$ cat config.mk
export PLATFORM = sky130hd
export DESIGN_NAME = seq_detect_param
export DESIGN_NICKNAME = d
export VERILOG_FILES = /design/src/rtl/seq_detect_param.sv
export SDC_FILE = /design/constraint.sdc
export NUM_CORES = 1
export LEC_CHECK = 0
export BUFFER_PORTS_ARGS = -buffer_cell sky130_fd_sc_hd__buf_4
export CORE_UTILIZATION = 25
export DETAILED_ROUTE_END_ITERATION = 6
export GPL_TIMING_DRIVEN = 0
export MAX_ROUTING_LAYER = met4
export PLACE_DENSITY = 0.46
export SYNTH_ARGS = -nofsm -noshare
export SYNTH_HDL_FRONTEND = slang
export SYNTH_SLANG_ARGS = --single-unit
export TNS_END_PERCENT = 10
$ cat constraint.sdc
create_clock -name clk -period 2.8 [get_ports clk]
set_input_delay 0 -clock clk [delete_from_list [all_inputs] [get_ports clk]]
set_output_delay 0 -clock clk [all_outputs]
set_load 0.05 [all_outputs]
$ cat src/rtl/seq_detect_param.sv
// Parameterised serial pattern detector with a saturating match counter.
// A pattern is loaded at run time; each accepted bit shifts into a history
// register, and a match pulses o_z for one cycle and bumps o_count.
module seq_detect_param #(
   parameter int PAT_W   = 4,
   parameter int CNT_W   = 8,
   parameter int OVERLAP = 1
) (
   input  logic             clk,
   input  logic             reset,
   input  logic             i_en,
   input  logic             i_x,
   input  logic             i_load,
   input  logic [PAT_W-1:0] i_pattern,
   input  logic             i_clr_cnt,
   output logic             o_z,
   output logic [CNT_W-1:0] o_count,
   output logic             o_sat,
   output logic             o_armed
);

   localparam int unsigned FILL_W = $clog2(PAT_W + 1);
   localparam logic [FILL_W-1:0] FILL_FULL = FILL_W'(PAT_W);
   localparam logic [CNT_W-1:0]  CNT_MAX   = '1;

   typedef enum logic [1:0] {
      IDLE = 2'd0,
      FILL = 2'd1,
      HUNT = 2'd2
   } state_t;

   state_t             state_q, state_d;
   logic [PAT_W-1:0]   pat_q,   pat_d;
   logic [PAT_W-1:0]   hist_q,  hist_d;
   logic [FILL_W-1:0]  fill_q,  fill_d;
   logic               z_q,     z_d;
   logic [CNT_W-1:0]   cnt_q,   cnt_d;
   logic               sat_q,   sat_d;

   logic               accept;
   logic [PAT_W-1:0]   hist_shift;
   logic [FILL_W-1:0]  fill_inc;
   logic               match;

   // Bit acceptance, post-shift history/fill and the match decision.
   always_comb begin
      accept     = i_en && !i_load && (state_q != IDLE);
      hist_shift = {hist_q[PAT_W-2:0], i_x};
      fill_inc   = (fill_q == FILL_FULL) ? FILL_FULL : fill_q + 1'b1;
      match      = accept && (fill_inc == FILL_FULL) && (hist_shift == pat_q);
   end

   // Next-state logic for the FSM, pattern/history/fill and match pulse.
   always_comb begin
      state_d = state_q;
      pat_d   = pat_q;
      hist_d  = hist_q;
      fill_d  = fill_q;
      z_d     = match;
      if (i_load) begin
         pat_d   = i_pattern;
         hist_d  = '0;
         fill_d  = '0;
         state_d = FILL;
      end else if (accept) begin
         hist_d  = hist_shift;
         fill_d  = fill_inc;
         state_d = (fill_inc == FILL_FULL) ? HUNT : FILL;
         // Non-overlapping mode demands PAT_W fresh bits after a match;
         // stale history is harmless because fill must refill completely.
         if (match && (OVERLAP == 0)) begin
            fill_d  = '0;
            state_d = FILL;
         end
      end
   end

   // Saturating match counter; a clear beats a coincident match.
   always_comb begin
      cnt_d = cnt_q;
      if (i_clr_cnt) begin
         cnt_d = '0;
      end else if (match && (cnt_q != CNT_MAX)) begin
         cnt_d = cnt_q + 1'b1;
      end
      sat_d = (cnt_d == CNT_MAX);
   end

   // State registers with asynchronous active-low reset.
   always_ff @(posedge clk or negedge reset) begin
      if (!reset) begin
         state_q <= IDLE;
         pat_q   <= '0;
         hist_q  <= '0;
         fill_q  <= '0;
         z_q     <= 1'b0;
         cnt_q   <= '0;
         sat_q   <= 1'b0;
      end else begin
         state_q <= state_d;
         pat_q   <= pat_d;
         hist_q  <= hist_d;
         fill_q  <= fill_d;
         z_q     <= z_d;
         cnt_q   <= cnt_d;
         sat_q   <= sat_d;
      end
   end

   assign o_z     = z_q;
   assign o_count = cnt_q;
   assign o_sat   = sat_q;
   assign o_armed = (state_q != IDLE);

endmodule
==> flow_summary.json, run 1 <==
{
  "cp-start-kind": "flop",
  "die_x_um": 70.4,
  "synth-edff-count": 0,
  "final_layout_size_suffix_gt1_frac": 0.231,
  "p_comb_frac": 0.117,
  "ys_warn_count": 0,
  "ys_seq_area_frac": 0.470,
  "synthCells": 118,
  "slew_headroom": 0.431,
  "viasPerCell": 4.74,
  "initialDrtViolationCount": 49,
  "dieHeight_um": 70.4,
  "num_rows": 24,
  "finClkSkew_ps": 1.22,
  "maxSlewViolCount": 0,
  "p_sw_w": 0.000151,
  "grt_max_degree": 23,
  "setup_viol": 0,
  "p_seq_frac": 0.553,
  "highest_layer": "met4",
  "n_fill_cell": 462,
  "status": "finished clean",
  "p_sw_frac": 0.248,
  "maxCapViolCount": 0,
  "synthesis.nets": 131,
  "drc_errors": 0,
  "h-tree-depth": 1,
  "synth.distinct_cells": 32,
  "gr-total-overflow": 0,
  "crit_family": "simple AND/OR/NAND/NOR gates",
  "peakVddDrop_mv": 0.136,
  "worst_pin_slew_ps": 847,
  "dr_wl_met3_um": 74,
  "critPathRequiredTime_ps": 2960,
  "rsz0062_at_grt": "false",
  "grt_pass1_wl_um": 4280,
  "ys.flop_type": "dfrtp_1",
  "clockBufferDepth": 2,
  "cts_made_buffers": 3,
  "ys_async_sr_fraction": 1.00,
  "cts_tree": "yes",
  "nNetsFinal": 162,
  "area_growth_pct": 27.2,
  "cp_slowest_stage_delay_ps": 380,
  "port_buffers": 19,
  "initial_utilization": 0.265,
  "critPathKind": "reg -> reg",
  "p_clk_frac": 0.329,
  "antenna_found_initial": 0,
  "coreArea_um2": 4410,
  "globalplace.congestion": 0.754,
  "slowest_stage": "dfrtp_1",
  "p_int_w": 0.000457,
  "ant_nets": 0,
  "via_count": 943,
  "insertion_delay_ps": 260,
  "fmax_ghz": 0.438,
  "grt_usage": 0.113,
  "crit_chain": "inv_1 > ha_1 > o31ai_4 > nand3_2 > buf_6 > nor4_1 > mux2_2",
  "dp_hpwl_um": 1820,
  "tns_ps": 0,
  "met2_length_um": 1090,
  "antennaDiodeCount": 0,
  "clock-sinks": 22,
  "first_pass_iters": 4,
  "postSynthAreaPerCell_um2": 9.92,
  "min_from": "i_load",
  "synth.ff_latch_count": 22,
  "root_buffer": "clkbuf_8",
  "r2r-start": "fill_q[0]$_DFFE_PN0P_",
  "wl_per_cell_um": 12.7,
  "grt_pass1_vias": 940,
  "period_minus_slack_ps": 2280,
  "hold_viol": 0,
  "dieArea_um2": 4960,
  "p_leak_nw": 0.638,
  "p_per_area_nw_per_um2": 408,
  "clkTransAtPathRegs_ps": 80,
  "cp_max_fo": 10,
  "min_period_over_period": 0.816,
  "netlist_area_um2": 1170,
  "final_area_um2": 1490,
  "hp-class": "in -> reg",
  "drt-met1-wl_um": 1320,
  "arrival_ps": 2440,
  "wl_um": 2530,
  "critPathCaptureType": "flop",
  "place_area_um2": 1380,
  "num_io_pins": 21,
  "worst-path-buf-inv": 2,
  "crit_start": "fill_q[0]$_DFFE_PN0P_"
}
[cells in the final DEF (no fill, tap or decap), types with 2 or more instances in the layout]
| cell | n |
|---|---|
| a21oi_1 | 14 |
| buf_4 | 19 |
| clkbuf_1 | 2 |
| clkbuf_8 | 3 |
| dfrtp_1 | 22 |
| dlygate4sd3_1 | 7 |
| ha_1 | 3 |
| inv_1 | 6 |
| mux2_2 | 5 |
| mux2i_1 | 2 |
| nand2_1 | 12 |
| nand3_1 | 7 |
| nand4_1 | 3 |
| nor2_1 | 7 |
| nor2b_1 | 2 |
| nor3_1 | 3 |
| o21ai_0 | 2 |
| o31ai_1 | 3 |
| or2_2 | 2 |
| or3_1 | 3 |
| or4_1 | 2 |
| xnor2_1 | 2 |
| xor2_1 | 4 |
[cell families (layout without fill, tap and decap cells)]
kind of cell | Yosys count | count (layout) | share of synthesized area
buffers and inverters | 10 | 39 | 0.0385
multiplexers | 7 | 7 | 0.0652
adder cells (fa/ha/maj) | 3 | 3 | 0.0321
AND/OR/NAND/NOR | 47 | 47 | 0.222
XOR/XNOR | 6 | 6 | 0.0449
flip-flops | 22 | 22 | 0.470
AO/OA/AOI/OAI | 23 | 23 | 0.127
[power groups by stage]
stage | registers, W | clock network [W] | logic (W)
finish | 0.000336 | 0.000200 | 0.0000711
floorplan | 0.000340 | 0 | 0.0000396
CTS | 0.000336 | 0.000211 | 0.0000725
global placement | 0.000342 | 0 | 0.0000612
detailed placement | 0.000343 | 0 | 0.0000636
global route | 0.000338 | 0.000217 | 0.0000797
[registers in the layout, indices dropped and copies added, names as in the netlist]
| signal | cells |
|---|---|
| o_count | 8 |
| pat_q | 4 |
| fill_q | 3 |
| hist_q | 3 |
| state_q | 2 |
| o_sat | 1 |
| o_z | 1 |
[per-stage QoR]
| step | power, W | std cells | utilization | worst slack (ps) | hold slack, ps |
|---|---|---|---|---|---|
| finish | 0.000608 | 199 | 0.338 | 516 | 10.4 |
| global route | 0.000635 | 199 | 0.338 | 237 | 19.6 |
| CTS | 0.000619 | 199 | 0.338 | 506 | 6.38 |
| detailed placement | 0.000407 | 189 | 0.312 | 519 | -88.4 |
| global placement | 0.000403 | 189 | 0.312 | 558 | -93.8 |
| floorplan | 0.000380 | 118 | - | 732 | -296 |
[final cells by class]
type	count	area, um^2	share of cell area
buffer	4	22.5	0.0151
sequential	22	551	0.369
multi-input combinational	86	576	0.386
clock buffer	3	41.3	0.0277
timing repair buffer	26	213	0.143
inverter	6	22.5	0.0151
tap	52	65.1	0.0437
[routing by layer]
layer / up-vias / track usage
met4: 0 / 0.0756
met2: 20 / 0.153
met1: 443 / 0.155
met5: - / -
li1: 476 / -
met3: 4 / 0.0144
[repair_timing]
action / 4_1_cts / 5_1_grt
hold endpoints to repair: 27 / 0
gates resized for setup: 0 / 0
hold buffers: 7 / 0
setup buffers: 0 / 0
[synth_stat cells (3+ instances only)]
library cell | count | area share
a21oi_1 | 14 | 0.060
dfrtp_1 | 22 | 0.47
ha_1 | 3 | 0.032
inv_1 | 6 | 0.019
mux2_2 | 5 | 0.048
nand2_1 | 12 | 0.038
nand3_1 | 7 | 0.030
nand4_1 | 3 | 0.016
nor2_1 | 7 | 0.022
nor3_1 | 3 | 0.013
o31ai_1 | 3 | 0.019
or3_1 | 3 | 0.016
xor2_1 | 4 | 0.030
[final timing paths]
check	end	slack [ps]	cells after the start
max	o_count[5]$_DFF_PN0_	520	7
min	pat_q[3]$_DFFE_PN0P_	10	2
max reg2reg	o_count[5]$_DFF_PN0_	520	7
min reg2reg	pat_q[1]$_DFFE_PN0P_	540	1
max in group asynchronous	pat_q[1]$_DFFE_PN0P_	2410	2
min in group asynchronous	o_count[2]$_DFF_PN0_	160	2
Power figures use the tool's default switching activity.
==> run 2, diff against run 1 <==
--- a/config.mk
+++ b/config.mk
@@ -10,7 +10,7 @@
 export DETAILED_ROUTE_END_ITERATION = 6
 export GPL_TIMING_DRIVEN = 0
 export MAX_ROUTING_LAYER = met4
-export PLACE_DENSITY = 0.46
+export PLACE_DENSITY = 0.48
 export SYNTH_ARGS = -nofsm -noshare
 export SYNTH_HDL_FRONTEND = slang
 export SYNTH_SLANG_ARGS = --single-unit
==> constraint.sdc (replaced) <==
create_clock -name clk -period 2.1 [get_ports clk]
set_input_delay 0 -clock clk [delete_from_list [all_inputs] [get_ports clk]]
set_output_delay 0 -clock clk [all_outputs]
set_load 0.05 [all_outputs]
==> run 2 against run 1 <==
Net effect:
- cell area grew 7.5%
- via count is 1.7% higher
- routed wire length rose by 2.6%
- hold slack lost 6.2 ps
- global-route usage fell by 0.093 points
- sequential cell count is the same
- critical endpoint unchanged
==> flow_summary.json, run 2 (same netlist as run 1, synthesis figures left out) <==
{
  "status": "finished clean",
  "place_area_um2": 1380,
  "total_power_w": 0.000864,
  "slowest_stage": "dfrtp_1",
  "via_count": 959,
  "ff2ff_setup_slack_ps": 50,
  "cp-start-kind": "flop",
  "insertion_delay_ps": 270,
  "wl_um": 2600,
  "ant_nets": 0,
  "cp_slowest_stage_delay_ps": 420,
  "area_growth_pct": 36.8,
  "rsz0062_at_grt": "true",
  "clock-sinks": 22,
  "cp.depth": 7,
  "final_layout_size_suffix_gt1_frac": 0.329,
  "maxCapViolCount": 0,
  "highest_layer": "met4",
  "coreArea_um2": 4410,
  "hold_path_depth": 2,
  "num_io_pins": 21,
  "worst-path-buf-inv": 2,
  "crit_chain": "inv_2 > ha_4 > o31ai_4 > nand3_2 > buf_6 > nor4_4 > mux2_4",
  "min_from": "i_load",
  "setup_viol": 0,
  "r2r-start": "fill_q[0]$_DFFE_PN0P_",
  "grt_usage": 0.112,
  "final_cell_mix": "23 x buf_4, 22 x dfrtp_1, 12 x nand2_1, 12 x a21oi_1",
  "viasPerCell": 4.70,
  "dieArea_um2": 4960,
  "final_area_um2": 1600,
  "r2r-end": "o_count[5]$_DFF_PN0_",
  "dp_hpwl_um": 1770,
  "met2_length_um": 1260,
  "cts_made_buffers": 3,
  "h-tree-depth": 1,
  "peakVddDrop_mv": 0.233,
  "drc_errors": 0,
  "whs_endpoint": "pat_q[0]$_DFFE_PN0P_",
  "globalplace.congestion": 0.716,
  "grt_max_degree": 23,
  "period_minus_slack_ps": 2050,
  "dieHeight_um": 70.4,
  "fmax_ghz": 0.487,
  "min_period_over_period": 0.977,
  "port_buffers": 19,
  "cp_max_fo": 8,
  "worstRegToRegCells": 7,
  "clockBufferDepth": 2,
  "p_per_area_nw_per_um2": 539,
  "largest_register_ffs": 8,
  "die_x_um": 70.4,
  "root_buffer": "clkbuf_8",
  "wl_per_cell_um": 12.7,
  "hp-class": "in -> reg",
  "dr_wl_met3_um": 49,
  "slew_headroom": 0.557,
  "grt_pass1_wl_um": 4300,
  "grt_pass1_vias": 944,
  "initial_utilization": 0.265,
  "final_common_cell": "buf_4",
  "hold_viol": 0,
  "worst_pin_slew_ps": 661,
  "critPathKind": "reg -> reg",
  "finClkSkew_ps": 5.09,
  "arrival_ps": 2200,
  "first_pass_iters": 4,
  "gr-total-overflow": 0,
  "critPathCaptureType": "flop",
  "antennaDiodeCount": 0,
  "final_util": 0.363,
  "antenna_found_initial": 0,
  "nNetsFinal": 166,
  "initialDrtViolationCount": 33,
  "clkTransAtPathRegs_ps": 80,
  "p_leak_nw": 0.668,
  "maxSlewViolCount": 0,
  "num_rows": 24,
  "critPathRequiredTime_ps": 2250,
  "drt-met1-wl_um": 1250,
  "crit_family": "flip-flops",
  "cts_tree": "yes"
}
run 2: changes by cell type in the layout (fill, tap and decap cells not counted), sizes merged:
| cell | before | now |
|---|---|---|
| clkbuf | 5 | 6 |
| buf | 21 | 25 |
run 2: cell type report:
class,instances,area (um^2)
flip-flops and latches,22,551
multi-input cells,86,643
repair buffers,30,243
plain buffers,4,22.5
fillers,450,2810
clock buffers,4,55.1
inverters,6,22.5
well taps,52,65.1
run 2: where the power goes:
part	total, W	leakage, nW	switching [W]	internal [W]
registers	0.000448	0.290	0.0000113	0.000437
logic	0.000105	0.349	0.0000538	0.0000509
clock network	0.000311	0.0288	0.000143	0.000167
run 2: routing by layer:
layer / GRT usage / vias to the layer above
li1: - / 485
met1: 0.150 / 459
met2: 0.171 / 13
met3: 0.0130 / 2
met4: 0.0467 / 0
met5: - / -
run 2: worst max-delay path by stage:
| stage | from | to | slack [ps] |
|---|---|---|---|
| floorplan | fill_q[0]$_DFFE_PN0P_ | o_count[5]$_DFF_PN0_ | 30 |
| global placement | fill_q[0]$_DFFE_PN0P_ | o_count[5]$_DFF_PN0_ | -140 |
| detailed placement | fill_q[0]$_DFFE_PN0P_ | o_count[5]$_DFF_PN0_ | -160 |
| CTS | fill_q[0]$_DFFE_PN0P_ | o_count[5]$_DFF_PN0_ | -20 |
| global route | fill_q[0]$_DFFE_PN0P_ | o_count[5]$_DFF_PN0_ | -30 |
| finish | fill_q[0]$_DFFE_PN0P_ | o_count[5]$_DFF_PN0_ | 50 |
run 2: through the flow:
step / setup TNS [ps] / hold WS (ps) / instances / worst slack [ps]
floorplan: 0 / -296 / 118 / 31.8
detailed placement: -405 / -85.9 / 189 / -163
CTS: -36.2 / 2.87 / 202 / -20.4
global placement: -287 / -92.4 / 189 / -145
global route: -53.7 / 9.38 / 204 / -31.3
finish: 0 / 4.25 / 204 / 48.3
run 2: repair_timing:
action / 4_1_cts / 5_1_grt
resized for setup: 5 / 9
endpoints found under the hold margin: 27 / 0
buffers inserted: 2 / 2
hold buffers: 7 / 0
pin swaps: 3 / 7
setup endpoints to repair: 4 / 7
